<file path="config.mk">
export PLATFORM = sky130hd
export DESIGN_NAME = clb_cfg_segment_flat
export DESIGN_NICKNAME = d
export VERILOG_FILES = /design/src/rtl/clb_cfg_segment_if.sv /design/src/rtl/clb_cfg_segment.sv /design/src/flat_wrapper.sv
export SDC_FILE = /design/constraint.sdc
export NUM_CORES = 1
export LEC_CHECK = 0
export ABC_CLOCK_PERIOD_IN_PS = 1600
export CAP_MARGIN = 40
export CORE_ASPECT_RATIO = 0.6
export CORE_MARGIN = 3
export CORE_UTILIZATION = 48
export CTS_CLUSTER_DIAMETER = 80
export CTS_CLUSTER_SIZE = 14
export DETAILED_ROUTE_END_ITERATION = 8
export PLACE_DENSITY = 0.74
export SLEW_MARGIN = 5
export SYNTH_ARGS = -nofsm -noshare
export SYNTH_HDL_FRONTEND = slang
export SYNTH_SLANG_ARGS = --single-unit
</file>
<file path="constraint.sdc">
create_clock -name clk -period 1.6 [get_ports clk]
set_input_delay 0.32 -clock clk [delete_from_list [all_inputs] [get_ports clk]]
set_output_delay 0.32 -clock clk [all_outputs]
set_load 0.02 [all_outputs]
</file>
<file path="src/rtl/clb_cfg_segment_if.sv">
// Chain-side signal bundle of one configuration segment tile.
// The tile sits on the slave modport; upstream logic or the previous tile drives the master side.
interface clb_cfg_segment_if #(
    parameter int CFG_BITS = 64,
    parameter int LANES    = 1
);
    localparam int DEPTH = CFG_BITS / LANES;
    localparam int CW    = $clog2(DEPTH + 1);

    // The chain has no valid/ready handshake. cen qualifies shift_in_hard in
    // the same cycle. set/capture are one-cycle pulses. Every output is a
    // flop, so a tile never stalls its neighbours.
    logic                cen;
    logic [LANES-1:0]    shift_in_hard;
    logic [LANES-1:0]    shift_out_hard;
    logic                set_in_hard;
    logic                set_out_hard;
    logic                capture_in_hard;
    logic                capture_out_hard;
    logic [CFG_BITS-1:0] cfg_out;
    logic                cfg_valid;
    logic                frame_err;
    logic [CW-1:0]       cnt_dbg;

    modport master (
        output cen, shift_in_hard, set_in_hard, capture_in_hard,
        input  shift_out_hard, set_out_hard, capture_out_hard,
        input  cfg_out, cfg_valid, frame_err, cnt_dbg
    );

    modport slave (
        input  cen, shift_in_hard, set_in_hard, capture_in_hard,
        output shift_out_hard, set_out_hard, capture_out_hard,
        output cfg_out, cfg_valid, frame_err, cnt_dbg
    );
endinterface

</file>
<file path="src/rtl/clb_cfg_segment.sv">
// Per-tile configuration segment: a LANES-wide shift chain, a shadow commit register with frame-length check,
// readback capture, and registered set/capture pass-through for daisy-chaining.
module clb_cfg_segment #(
    parameter int CFG_BITS = 64,
    parameter int LANES    = 1
) (
    input  logic                  clk,
    input  logic                  rst,
    clb_cfg_segment_if.slave      bus
);
    localparam int            DEPTH   = CFG_BITS / LANES;
    localparam int            CW      = $clog2(DEPTH + 1);
    localparam logic [CW-1:0] DEPTH_C = CW'(DEPTH);

    logic [CFG_BITS-1:0] sr_q, sr_d;
    logic [CFG_BITS-1:0] sh_q, sh_d;
    logic [CW-1:0]       cnt_q, cnt_d;
    logic                valid_q, valid_d;
    logic                err_q, err_d;
    logic                set_q, cap_q;
    logic [CFG_BITS-1:0] shifted;

    generate
        if (DEPTH > 1) begin : g_deep
            assign shifted = {sr_q[CFG_BITS-LANES-1:0], bus.shift_in_hard};
        end else begin : g_single
            assign shifted = bus.shift_in_hard;
        end
    endgenerate

    always_comb begin
        sr_d    = sr_q;
        sh_d    = sh_q;
        cnt_d   = cnt_q;
        valid_d = valid_q;
        err_d   = err_q;
        if (bus.set_in_hard) begin
            // Commit the pre-shift contents. The frame counter restarts either way.
            if (cnt_q == DEPTH_C) begin
                sh_d    = sr_q;
                valid_d = 1'b1;
            end else begin
                err_d = 1'b1;
            end
            cnt_d = CW'(bus.cen);
            if (bus.cen) sr_d = shifted;
        end else if (bus.capture_in_hard) begin
            sr_d  = sh_q;
            cnt_d = '0;
        end else if (bus.cen) begin
            sr_d  = shifted;
            cnt_d = (cnt_q == DEPTH_C) ? cnt_q : cnt_q + 1'b1;
        end
    end

    always_ff @(posedge clk) begin
        if (rst) begin
            sr_q    <= '0;
            sh_q    <= '0;
            cnt_q   <= '0;
            valid_q <= 1'b0;
            err_q   <= 1'b0;
            set_q   <= 1'b0;
            cap_q   <= 1'b0;
        end else begin
            sr_q    <= sr_d;
            sh_q    <= sh_d;
            cnt_q   <= cnt_d;
            valid_q <= valid_d;
            err_q   <= err_d;
            set_q   <= bus.set_in_hard;
            cap_q   <= bus.capture_in_hard;
        end
    end

    assign bus.shift_out_hard   = sr_q[CFG_BITS-1 -: LANES];
    assign bus.set_out_hard     = set_q;
    assign bus.capture_out_hard = cap_q;
    assign bus.cfg_out          = sh_q;
    assign bus.cfg_valid        = valid_q;
    assign bus.frame_err        = err_q;
    assign bus.cnt_dbg          = cnt_q;
endmodule

</file>
<file path="src/flat_wrapper.sv">
// flat-port wrapper written by rule: the top's interface ports become plain ports
module clb_cfg_segment_flat 
#(
    parameter int CFG_BITS = 64,
    parameter int LANES    = 1
)
  (clk, rst, bus_cen, bus_shift_in_hard, bus_set_in_hard, bus_capture_in_hard, bus_shift_out_hard, bus_set_out_hard, bus_capture_out_hard, bus_cfg_out, bus_cfg_valid, bus_frame_err, bus_cnt_dbg);
  clb_cfg_segment_if #(.CFG_BITS(CFG_BITS), .LANES(LANES)) bus_i ();
  input  logic clk;
  input  logic rst;
  input wire logic [$bits(bus_i.cen)-1:0] bus_cen;
  input wire logic [$bits(bus_i.shift_in_hard)-1:0] bus_shift_in_hard;
  input wire logic [$bits(bus_i.set_in_hard)-1:0] bus_set_in_hard;
  input wire logic [$bits(bus_i.capture_in_hard)-1:0] bus_capture_in_hard;
  output wire logic [$bits(bus_i.shift_out_hard)-1:0] bus_shift_out_hard;
  output wire logic [$bits(bus_i.set_out_hard)-1:0] bus_set_out_hard;
  output wire logic [$bits(bus_i.capture_out_hard)-1:0] bus_capture_out_hard;
  output wire logic [$bits(bus_i.cfg_out)-1:0] bus_cfg_out;
  output wire logic [$bits(bus_i.cfg_valid)-1:0] bus_cfg_valid;
  output wire logic [$bits(bus_i.frame_err)-1:0] bus_frame_err;
  output wire logic [$bits(bus_i.cnt_dbg)-1:0] bus_cnt_dbg;
  assign bus_i.cen = bus_cen;
  assign bus_i.shift_in_hard = bus_shift_in_hard;
  assign bus_i.set_in_hard = bus_set_in_hard;
  assign bus_i.capture_in_hard = bus_capture_in_hard;
  assign bus_shift_out_hard = bus_i.shift_out_hard;
  assign bus_set_out_hard = bus_i.set_out_hard;
  assign bus_capture_out_hard = bus_i.capture_out_hard;
  assign bus_cfg_out = bus_i.cfg_out;
  assign bus_cfg_valid = bus_i.cfg_valid;
  assign bus_frame_err = bus_i.frame_err;
  assign bus_cnt_dbg = bus_i.cnt_dbg;
  clb_cfg_segment #(.CFG_BITS(CFG_BITS), .LANES(LANES)) u_core (.clk(clk), .rst(rst), .bus(bus_i));
endmodule
</file>
---- Word level (Yosys, flattened, before mapping) ----
Index checks and enable logic that the tools add are counted.
word-level totals
  output and inout port bits .............. 76
  register bits after elaboration ......... 139
  bits of input ports ..................... 6
  logic and storage cells ................. 25
operators by class
  bitwise logic cells ..................... 1
  reduce and logical (&&, ||, !) cells .... 6
  equal/unequal tests ..................... 2
  multiplexer cells ....................... 7
  add/subtract/negate cells ............... 1
operators by type and width
  cell                   number
  $mux W64               3
  $reduce_and A2 Y1      4
  $add A7 B1 Y7 const B  1
  $eq A7 B7 Y1 const B   1
  $mux W1                4
  $ne A3 B3 Y1 const B   1
  $reduce_bool A3 Y1     1
  $reduce_or A3 Y1       1
  $not A1 Y1             1

---- Longest topological paths before layout ----
Gate-level depths: netlist of the first run.
  depth after elaboration ................. 5
  mapped depth ............................ 9
  depth with buffers taken out ............ 6

---- Worst setup path after synthesis of the first run ----
Ideal clock, no wire load.
  kind .................................... reg-to-reg
  start ................................... reg u_core.cnt_q[0] (netlist: u_core.bus.cnt_dbg[0])
  end ..................................... reg u_core.sh_q[0] (netlist: u_core.bus.cfg_out[0])
  library setup time ...................... 70 ps
  period minus slack after synthesis ...... 1835 ps
  arrival ................................. 1764 ps
  path buffers ............................ 2
  setup slack ............................. -235 ps
  cell stages (with the launch flop) ...... 9
  required time ........................... 1530 ps
  cell sequence ........................... dfxtp_1 inv_1 ha_1 nor2b_1 clkbuf_1 nand3_1 clkbuf_1 nand2_1 a21oi_1
on the way
  word-level cells in the longest chain between the ends .. 2
RTL lines
  item                                line                   source
  start, declared                     clb_cfg_segment.sv:17  logic [CW-1:0] cnt_q, cnt_d;
  start signal, assigned              clb_cfg_segment.sv:68  cnt_q <= cnt_d;
  $eq A7 B7 Y1                        clb_cfg_segment.sv:39  if (cnt_q == DEPTH_C) begin
  $reduce_and A2 Y1 (no source line)  --
  end signal, assigned                clb_cfg_segment.sv:59  sh_q <= '0;
  end signal, assigned                clb_cfg_segment.sv:67  sh_q <= sh_d;
  end, declared                       clb_cfg_segment.sv:16  logic [CFG_BITS-1:0] sh_q, sh_d;
Every way passes these cells.
A chain may end at the register's enable or synchronous reset.

---- Worst setup path after layout of the first run ----
  start ................................... reg u_core.cnt_q[4] (netlist: u_core.bus.cnt_dbg[4])
  end ..................................... reg u_core.sh_q[8] (netlist: u_core.bus.cfg_out[8])
The elaborated chain is that of the path after synthesis.

==> flow_summary.yaml, run 1 <==
setup_path:
  critPathLaunch: "u_core.bus.cnt_dbg[4]"
  path_buf_inv: 2
  worst-path-max-fanout: 8
  r2r_cells: 6
  cp_slowest_cell: "dfxtp_4"
  path_class: "reg2reg"
  cp-start-kind: "flip-flop"
  r2r-start: "u_core.bus.cnt_dbg[4]"
  worstPathArrival_ps: 1880
  cp-end-kind: "flip-flop"
  path_cells: "nor4b_4 > buf_4 > nand3_4 > clkbuf_16 > nand2_4 > a21oi_2"
  cp.required_ps: 1880
  cp_slowest_stage_delay_ps: 360
  path_depth: 6
  cp_top_family: "simple AND/OR/NAND/NOR gates"
clocking:
  path_clk_slew_ps: 60
  htree_num_levels: 4
  clock_path_buffers: 2
  cts_made_buffers: 17
  cts.sinks: 139
  insertion_delay_ps: 410
  cts-root-buf: "clkbuf_16"
  cts_tree: "built"
floorplan:
  die_x_um: 144
  io_pins: 82
  core_mm2: 0.0109
  die-area_mm2: 0.0128
  die_h_um: 89.0
  row_count: 29
  start_util_pct: 50.6
power_and_ir_drop:
  p_leak_uw: 0.00315
  powerDensity_mw_per_mm2: 1070
  ir_drop_uv: 855
final_layout:
  final_core_util_pct: 67.8
  mostFrequentLayoutCell: "dfxtp_1"
  nets: 707
  stdcell_count: 850
  antenna_cells: 0
  drive_gt1_share_pct: 17.0
  syn_to_final_growth_pct: 33.9
  mostFrequentLayoutCells: "dfxtp_1, nand2_1, dlygate4sd2_1"
timing:
  finClkSkew_ps: 6.81
  grt_setup_unrepaired: "yes"
  final.setup.worst_slack_ps: 6.77
  worst_slew_pin_slew_ps: 350
  slew_headroom_pct: 76.7
  max_freq_mhz: 628
  fin_crit_sh_pct: 99.6
  finalSetupViolCount: 0
  final_max_slew_viol_count: 0
  min_period_ps: 1590
  hold_violations: 0
  timing.hold.ws_ps: 283
global_route:
  grtUsageTotal_pct: 20.1
  grt_remaining_overflow: 0
  grt_max_degree: 71
  grt_pass1_vias: 4213
  grt_pass1_wl_um: 20700
  antenna_found_initial: 0
place:
  place_hpwl_um: 7940
  gp_congestion: 0.822
  post-place-ws_ps: -186
  placed_cells: 812
  portBuffers: 81
synth:
  seq_area_frac_synth_pct: 50.5
  ys_ff_latch: 139
  yosys_warnings: 0
  syn_area_mm2: 0.00551
  syn-instance-count: 618
  synth_area_per_cell_um2: 8.92
  syn_nets: 626
  synth_cell_types: 26
status:
  status: "complete, no violations"
worst_hold_path:
  holdCritStartpoint: "bus_cen"
  hold_depth: 2
  hold_path.class: "in2reg"
drt:
  drc: 0
  dr.pass1.iters: 4
  ant_nets: 0
  wl_per_cell_um: 16.4
  wl_um: 13900
  routed_via_density: 5.49
  num_vias: 4670
  drt_iter0_drc: 313
run:
  drv_cap: 0
[metrics by stage]
step                setup TNS [ps]  power (uW)  cell area [um2]
floorplan                        0        4040             5520
global placement            -10850        4170             6540
detailed placement          -15160        4200             6540
CTS                          -52.6        7890             7020
global route                 -2170        8090             7380
finish                           0        7860             7380
[registers in the layout, summed over array words and instances (netlist names)]
signal                       count
u_core.bus.cfg_out              64
u_core.bus.frame_err             1
u_core.bus.set_out_hard          1
u_core.bus.cnt_dbg               7
u_core.sr_q                     64
u_core.bus.cfg_valid             1
u_core.bus.capture_out_hard      1
[report_power, final]
part / internal (uW) / switching, uW
clock network: 2240 / 1480
logic: 213 / 274
registers: 3570 / 83.7
total: 6020 / 1840
[metal layers]
layer  GRT usage (%)  vias to the layer above  wire length (um)
met1            27.6                     2221              6690
met4            6.52                        0               242
li1                -                     2289                 -
met2            31.7                      134              6230
met5               0                        -                 0
met3            4.65                       26               779
[synth_stat cells (all sizes together)]
cell	count	area share, %
a311oi	1	0.16
nor2	73	5.0
and3	2	0.25
xor2	4	0.64
nor2b	3	0.34
a211o	1	0.16
buf	22	3.1
a211oi	65	8.9
inv	3	0.20
nand2	130	8.9
nand2b	1	0.11
nor4b	1	0.43
clkbuf	30	2.0
nand3	1	0.091
a21o	1	0.14
a21oi	67	6.1
dfxtp	139	50
mux2i	65	12
or3	2	0.23
nand4	5	0.57
ha	2	0.45
[kinds of logic after synthesis]
| kind of cell | synth area share (%) |
|---|---|
| simple gates | 15.8 |
| flops | 50.5 |
| compound gates | 15.4 |
| mux | 11.8 |
| buf+inv | 5.36 |
| xor+xnor | 0.636 |
| fa+ha+maj | 0.454 |
[what timing repair did]
| action | in CTS | in global routing |
|---|---|---|
| cloned | 0 | 6 |
| gates resized for setup | 80 | 69 |
| hold buffers | 0 | 0 |
| pin swaps | 0 | 36 |
| setup endpoints to repair | 82 | 65 |
| setup buffers | 0 | 1 |
[cell type report]
class / count / area [um2]
clock inverters: 11 / 96.3
flip-flops and latches: 139 / 2800
repair buffers: 114 / 1140
inverters: 3 / 11.3
well taps: 139 / 174
clock buffers: 20 / 467
multi-input cells: 424 / 2690
fillers: 896 / 3510
[worst paths after layout]
kind	endpoint	slack [ps]
setup / recovery	u_core.bus.cfg_out[8]	7
hold / removal	u_core.bus.cnt_dbg[0]	280
setup reg to reg	u_core.bus.cfg_out[8]	7
hold reg to reg	u_core.bus.frame_err	470
Note: power is estimated with default switching activity, not from simulation.
==> run 2: changes to the inputs <==
ABC_CLOCK_PERIOD_IN_PS = 1350   (was 1600)
GPL_ROUTABILITY_DRIVEN = 0   (was default)
clock period = 1.35 ns   (was 1.6 ns; I/O delays follow)
==> run 2 against run 1 <==
Effect of this change:
- the flow now finishes with violations (negative setup slack)
- critical endpoint is now u_core.bus.cfg_out[3]
- wire length up 4.3%
- power increased by 19%
- largest power group unchanged
- final area shrank 0.51%
- largest cell class unchanged
- clock-buffer cell count fell by 3
- highest routed layer unchanged
- sequential cell count did not move
- global-route usage increased by 3.0 points
- first-iteration DRC count decreased by 18%
==> flow_summary.yaml, run 2 (synthesis gave the netlist of run 1 again) <==
status:
  status: "finished with violations"
  violations: "negative setup slack"
drt:
  drc: 0
  top_layer_used: "met4"
  drt-met1-wl_um: 6910
  ant_nets: 0
  num_vias: 4714
  wl_met3_um: 724
  drt_iter0_drc: 258
  wl_per_cell_um: 16.9
  wl_met2_um: 6730
  dr.pass1.iters: 4
  routed_via_density: 5.49
  wl_um: 14500
floorplan:
  die_x_um: 144
  core_mm2: 0.0109
  die-area_mm2: 0.0128
  row_count: 29
  die_h_um: 89.0
  start_util_pct: 50.6
  io_pins: 82
setup_path:
  cp_slowest_stage_delay_ps: 340
  worstPathArrival_ps: 1850
  path_cells: "nor4b_4 > buf_4 > buf_6 > nand3_4 > buf_12 > nand2_1 > a21oi_1"
  cp_slowest_cell: "dfxtp_2"
  r2r-start: "u_core.bus.cnt_dbg[2]"
  crit_end: "u_core.bus.cfg_out[3]"
  rr_endpoint: "u_core.bus.cfg_out[3]"
  r2r_slack_ps: -200
  cp-end-kind: "flip-flop"
  cp-start-kind: "flip-flop"
  path_class: "reg2reg"
  cp.required_ps: 1640
  worst-path-max-fanout: 38
  r2r_cells: 7
  critPathLaunch: "u_core.bus.cnt_dbg[2]"
clocking:
  holdBufCountCts: 0
  cts-root-buf: "clkbuf_16"
  cts_tree: "built"
  cts.sinks: 139
  htree_num_levels: 4
  path_clk_slew_ps: 70
  cts_made_buffers: 17
  insertion_delay_ps: 420
  clock_path_buffers: 2
final_layout:
  mostFrequentLayoutCell: "dfxtp_1"
  antenna_cells: 0
  drive_gt1_share_pct: 32.2
  nets: 715
  final_core_util_pct: 67.4
  mostFrequentLayoutCells: "dfxtp_1, nand2_1, nor2_1"
  syn_to_final_growth_pct: 33.2
  fin_area_mm2: 0.00734
  n_fill_cell: 859
timing:
  grt_setup_unrepaired: "yes"
  slew_headroom_pct: 77.9
  final_max_slew_viol_count: 0
  worst_slew_pin_slew_ps: 332
  min_period_ps: 1550
  fin_tns_setup_ps: -10630
  fin_crit_sh_pct: 115
  finClkSkew_ps: 7.58
  max_freq_mhz: 644
  final.setup.worst_slack_ps: -202
  timing.hold.ws_ps: 241
  hold_violations: 0
  finalSetupViolCount: 69
power_and_ir_drop:
  ir_drop_uv: 976
  p_leak_uw: 0.00312
  powerDensity_mw_per_mm2: 1280
  power_uw: 9380
global_route:
  antenna_found_initial: 0
  grt_remaining_overflow: 0
  grt_max_degree: 75
  grt_pass1_vias: 4564
  grtUsageTotal_pct: 23.1
  grt_pass1_wl_um: 23200
place:
  place_hpwl_um: 8300
  portBuffers: 81
  placed_area_mm2: 0.00667
run:
  drv_cap: 0
worst_hold_path:
  hold_path.class: "in2reg"
[run 2: changes by cell type in the layout (fill, tap and decap cells not counted), moves of 4 or more]
| cell | previous run | this run |
|---|---|---|
| dlygate4sd2_1 | 75 | 2 |
| buf_2 | 0 | 64 |
| nand2_2 | 8 | 40 |
| nand2_1 | 104 | 80 |
| nand2_4 | 18 | 10 |
| a21oi_1 | 48 | 55 |
| a21oi_2 | 19 | 12 |
| dfxtp_2 | 1 | 8 |
| inv_6 | 0 | 7 |
| buf_6 | 3 | 9 |
| dfxtp_1 | 135 | 129 |
| buf_12 | 9 | 14 |
| clkdlybuf4s15_2 | 0 | 4 |
[run 2: what timing repair did]
action | 4_1_cts | 5_1_grt
endpoints found under the hold margin | 0 | 0
setup buffers | 8 | 0
pin swaps | 28 | 11
endpoints found under the setup margin | 148 | 116
gates cloned | 5 | 1
resized for setup | 315 | 65
[run 2: stage by stage]
stage | worst slack (ps) | instances
floorplan | -178 | 618
global placement | -349 | 815
detailed placement | -451 | 815
CTS | -175 | 860
global route | -296 | 859
finish | -202 | 859
[run 2: how the worst min path moves through the flow]
stage | from | end | slack [ps] | depth (start not counted)
after floorplan | bus_capture_in_hard | u_core.bus.capture_out_hard | 400 | 1
after global placement | u_core.bus.frame_err | u_core.bus.frame_err | 450 | 2
after detailed placement | u_core.bus.cfg_valid | u_core.bus.cfg_valid | 460 | 2
after CTS | rst | u_core.bus.cfg_out[32] | 230 | 2
after global routing | rst | u_core.bus.cfg_out[29] | 250 | 2
final | rst | u_core.bus.cfg_out[27] | 240 | 2
[run 2: worst max-delay path: cells and delay by family (launching register included)]
family / cells / cell delay, ps
buf+inv: 3 / 480
flops: 1 / 340
compound gates: 1 / 60
simple gates: 3 / 500
[run 2: layout make-up]
| class | count | area [um2] | share of cell area (%) |
|---|---|---|---|
| Clock buffer | 17 | 425 | 5.79 |
| Clock inverter | 15 | 131 | 1.79 |
| Inverter | 3 | 16.3 | 0.222 |
| Multi-Input combinational cell | 424 | 2720 | 37.0 |
| Sequential cell | 139 | 2800 | 38.1 |
| Tap cell | 139 | 174 | 2.37 |
| Timing Repair Buffer | 122 | 1080 | 14.7 |
[run 2: metal layers]
metal / vias up / track usage, %
met4: 0 / 7.45
met1: 2264 / 31.6
met3: 21 / 6.31
met2: 118 / 35.9
met5: - / 0
li1: 2311 / -
[run 2: power breakdown]
| part | switching (uW) | internal (uW) |
|---|---|---|
| Combinational | 337 | 262 |
| Clock | 2010 | 2420 |
| Sequential | 121 | 4230 |
==> run 3: changes to the inputs <==
ABC_CLOCK_PERIOD_IN_PS = 1490   (was 1350)
CORE_UTILIZATION = 45   (was 48)
PLACE_DENSITY = 0.67   (was 0.74)
clock period = 1.49 ns   (was 1.35 ns; I/O delays follow)
==> run 3 against run 2 <==
Effect of this change:
- fmax fell by 3.2%
- power fell by 2.5%
- setup slack improved by 88 ps
- clock-buffer cell count rose by 1
- critical path depth did not move
- sequential power fell by 9.7%
- hold slack got worse by 25 ps
- wire length rose by 5.0%
- die area rose by 6.3%
- the flow still finishes with violations (negative setup slack)
- via count rose by 2.8%
- clock power rose by 5.9%
- critical path type unchanged
==> flow_summary.yaml, run 3 (synthesis gave the netlist of run 1 again) <==
timing:
  finClkSkew_ps: 10.3
  max_freq_mhz: 623
  min_period_ps: 1600
  final.setup.worst_slack_ps: -114
  fin_crit_sh_pct: 108
  worst_slew_pin_slew_ps: 417
  hold_violations: 0
  final_max_slew_viol_count: 0
  grt_setup_unrepaired: "yes"
  slew_headroom_pct: 72.2
  finalSetupViolCount: 65
drt:
  drt_iter0_drc: 301
  dr.pass1.iters: 4
  wl_um: 15300
  ant_nets: 0
  num_vias: 4848
  wl_per_cell_um: 17.2
  routed_via_density: 5.47
  drc: 0
global_route:
  grt_max_degree: 67
  antenna_found_initial: 0
  grt_remaining_overflow: 0
  grt_pass1_vias: 4602
  grt_pass1_wl_um: 24000
  grtUsageTotal_pct: 21.8
clocking:
  htree_num_levels: 4
  insertion_delay_ps: 410
  cts-root-buf: "clkbuf_16"
  cts_tree: "built"
  cts.sinks: 139
  holdBufCountCts: 0
  path_clk_slew_ps: 60
  cts_made_buffers: 17
  clock_path_buffers: 2
place:
  placed_area_mm2: 0.00667
  place_hpwl_um: 8340
  post-place-ws_ps: -312
  portBuffers: 81
final_layout:
  mostFrequentLayoutCells: "dfxtp_1, nor2_1, mux2i_1, a211oi_1, nand2_1"
  fin_area_mm2: 0.00805
  antenna_cells: 0
  nets: 721
  mostFrequentLayoutCell: "dfxtp_1"
  syn_to_final_growth_pct: 46.0
  drive_gt1_share_pct: 32.0
  final_core_util_pct: 69.1
setup_path:
  cp-end-kind: "flip-flop"
  path_class: "reg2reg"
  worstPathArrival_ps: 1890
  path_cells: "nor4b_4 > buf_4 > nand3_4 > buf_8 > buf_16 > nand2_2 > a21oi_1"
  cp-start-kind: "flip-flop"
  worst-path-max-fanout: 5
  cp_slowest_cell: "nor4b_4"
  cp_slowest_stage_delay_ps: 360
  cp.required_ps: 1770
power_and_ir_drop:
  switching_share_pct: 22.7
  ir_drop_uv: 722
  pwr-share-comb_pct: 5.7
  powerDensity_mw_per_mm2: 1140
  power_frac_clock_pct: 51.3
  switchingPower_uw: 2070
  p_leak_uw: 0.00328
  p_int_uw: 7080
  pwr-share-seq_pct: 43.0
  power_uw: 9150
status:
  violations: "negative setup slack"
  status: "finished with violations"
floorplan:
  die-area_mm2: 0.0137
  start_util_pct: 47.4
  row_count: 30
  io_pins: 82
  die_x_um: 149
  die_h_um: 91.7
  core_mm2: 0.0116
worst_hold_path:
  hold_path.class: "in2reg"
run:
  drv_cap: 0
run 3: routing by layer:
metal  global-route usage (%)  wire [um]  vias to the layer above  part of all wire (%)
li1                         -          -                     2324                     -
met1                     30.8       7370                     2372                    48
met2                     33.0       6950                      139                    45
met3                     5.83        830                       13                   5.4
met4                     6.09        124                        0                  0.81
met5                        0          0                        -                     0
run 3: repair_timing:
item,CTS,global route
setup endpoints to repair,142,82
pin swaps,22,44
buffers inserted,6,2
resized for setup,126,151
hold endpoints to repair,0,0
gates cloned,9,3
run 3: final timing paths:
check                                           start                endpoint  slack (ps)  cells after the start
worst max-delay path            u_core.bus.cnt_dbg[4]  u_core.bus.cfg_out[17]        -110                      7
worst min-delay path                              rst  u_core.bus.cfg_out[43]         220                      2
worst max register to register  u_core.bus.cnt_dbg[4]  u_core.bus.cfg_out[17]        -110                      7
worst min register to register   u_core.bus.frame_err    u_core.bus.frame_err         460                      2
run 3: power groups by stage:
stage / Clock, uW / Combinational (uW) / Sequential, uW
2_1_floorplan: 0 / 353 / 3990
3_3_place_gp: 0 / 483 / 4000
3_5_place_dp: 0 / 499 / 4010
4_1_cts: 4730 / 505 / 3930
5_1_grt: 4930 / 574 / 3950
6_report: 4690 / 522 / 3930
run 3: worst max-delay path, delay by kind of cell (launching register included):
kind                   cells  cell delay (ps)
AND/OR/NAND/NOR            3              560
flip-flops                 1              330
buffers and inverters      3              520
AO/OA/AOI/OAI              1               60
run 3: metrics by stage:
| step | hold slack [ps] | setup TNS [ps] | cells |
|---|---|---|---|
| floorplan | 426 | -1350 | 618 |
| global placement | 447 | -24530 | 834 |
| detailed placement | 463 | -28510 | 834 |
| CTS | 198 | -4810 | 881 |
| global route | 214 | -9690 | 886 |
| finish | 216 | -5610 | 886 |
run 3: layout make-up:
| cell class | count | area [um2] |
|---|---|---|
| Clock buffer | 18 | 439 |
| Clock inverter | 14 | 216 |
| Fill cell | 879 | 3590 |
| Inverter | 3 | 11.3 |
| Multi-Input combinational cell | 424 | 2940 |
| Sequential cell | 139 | 2800 |
| Tap cell | 160 | 200 |
| Timing Repair Buffer | 128 | 1450 |
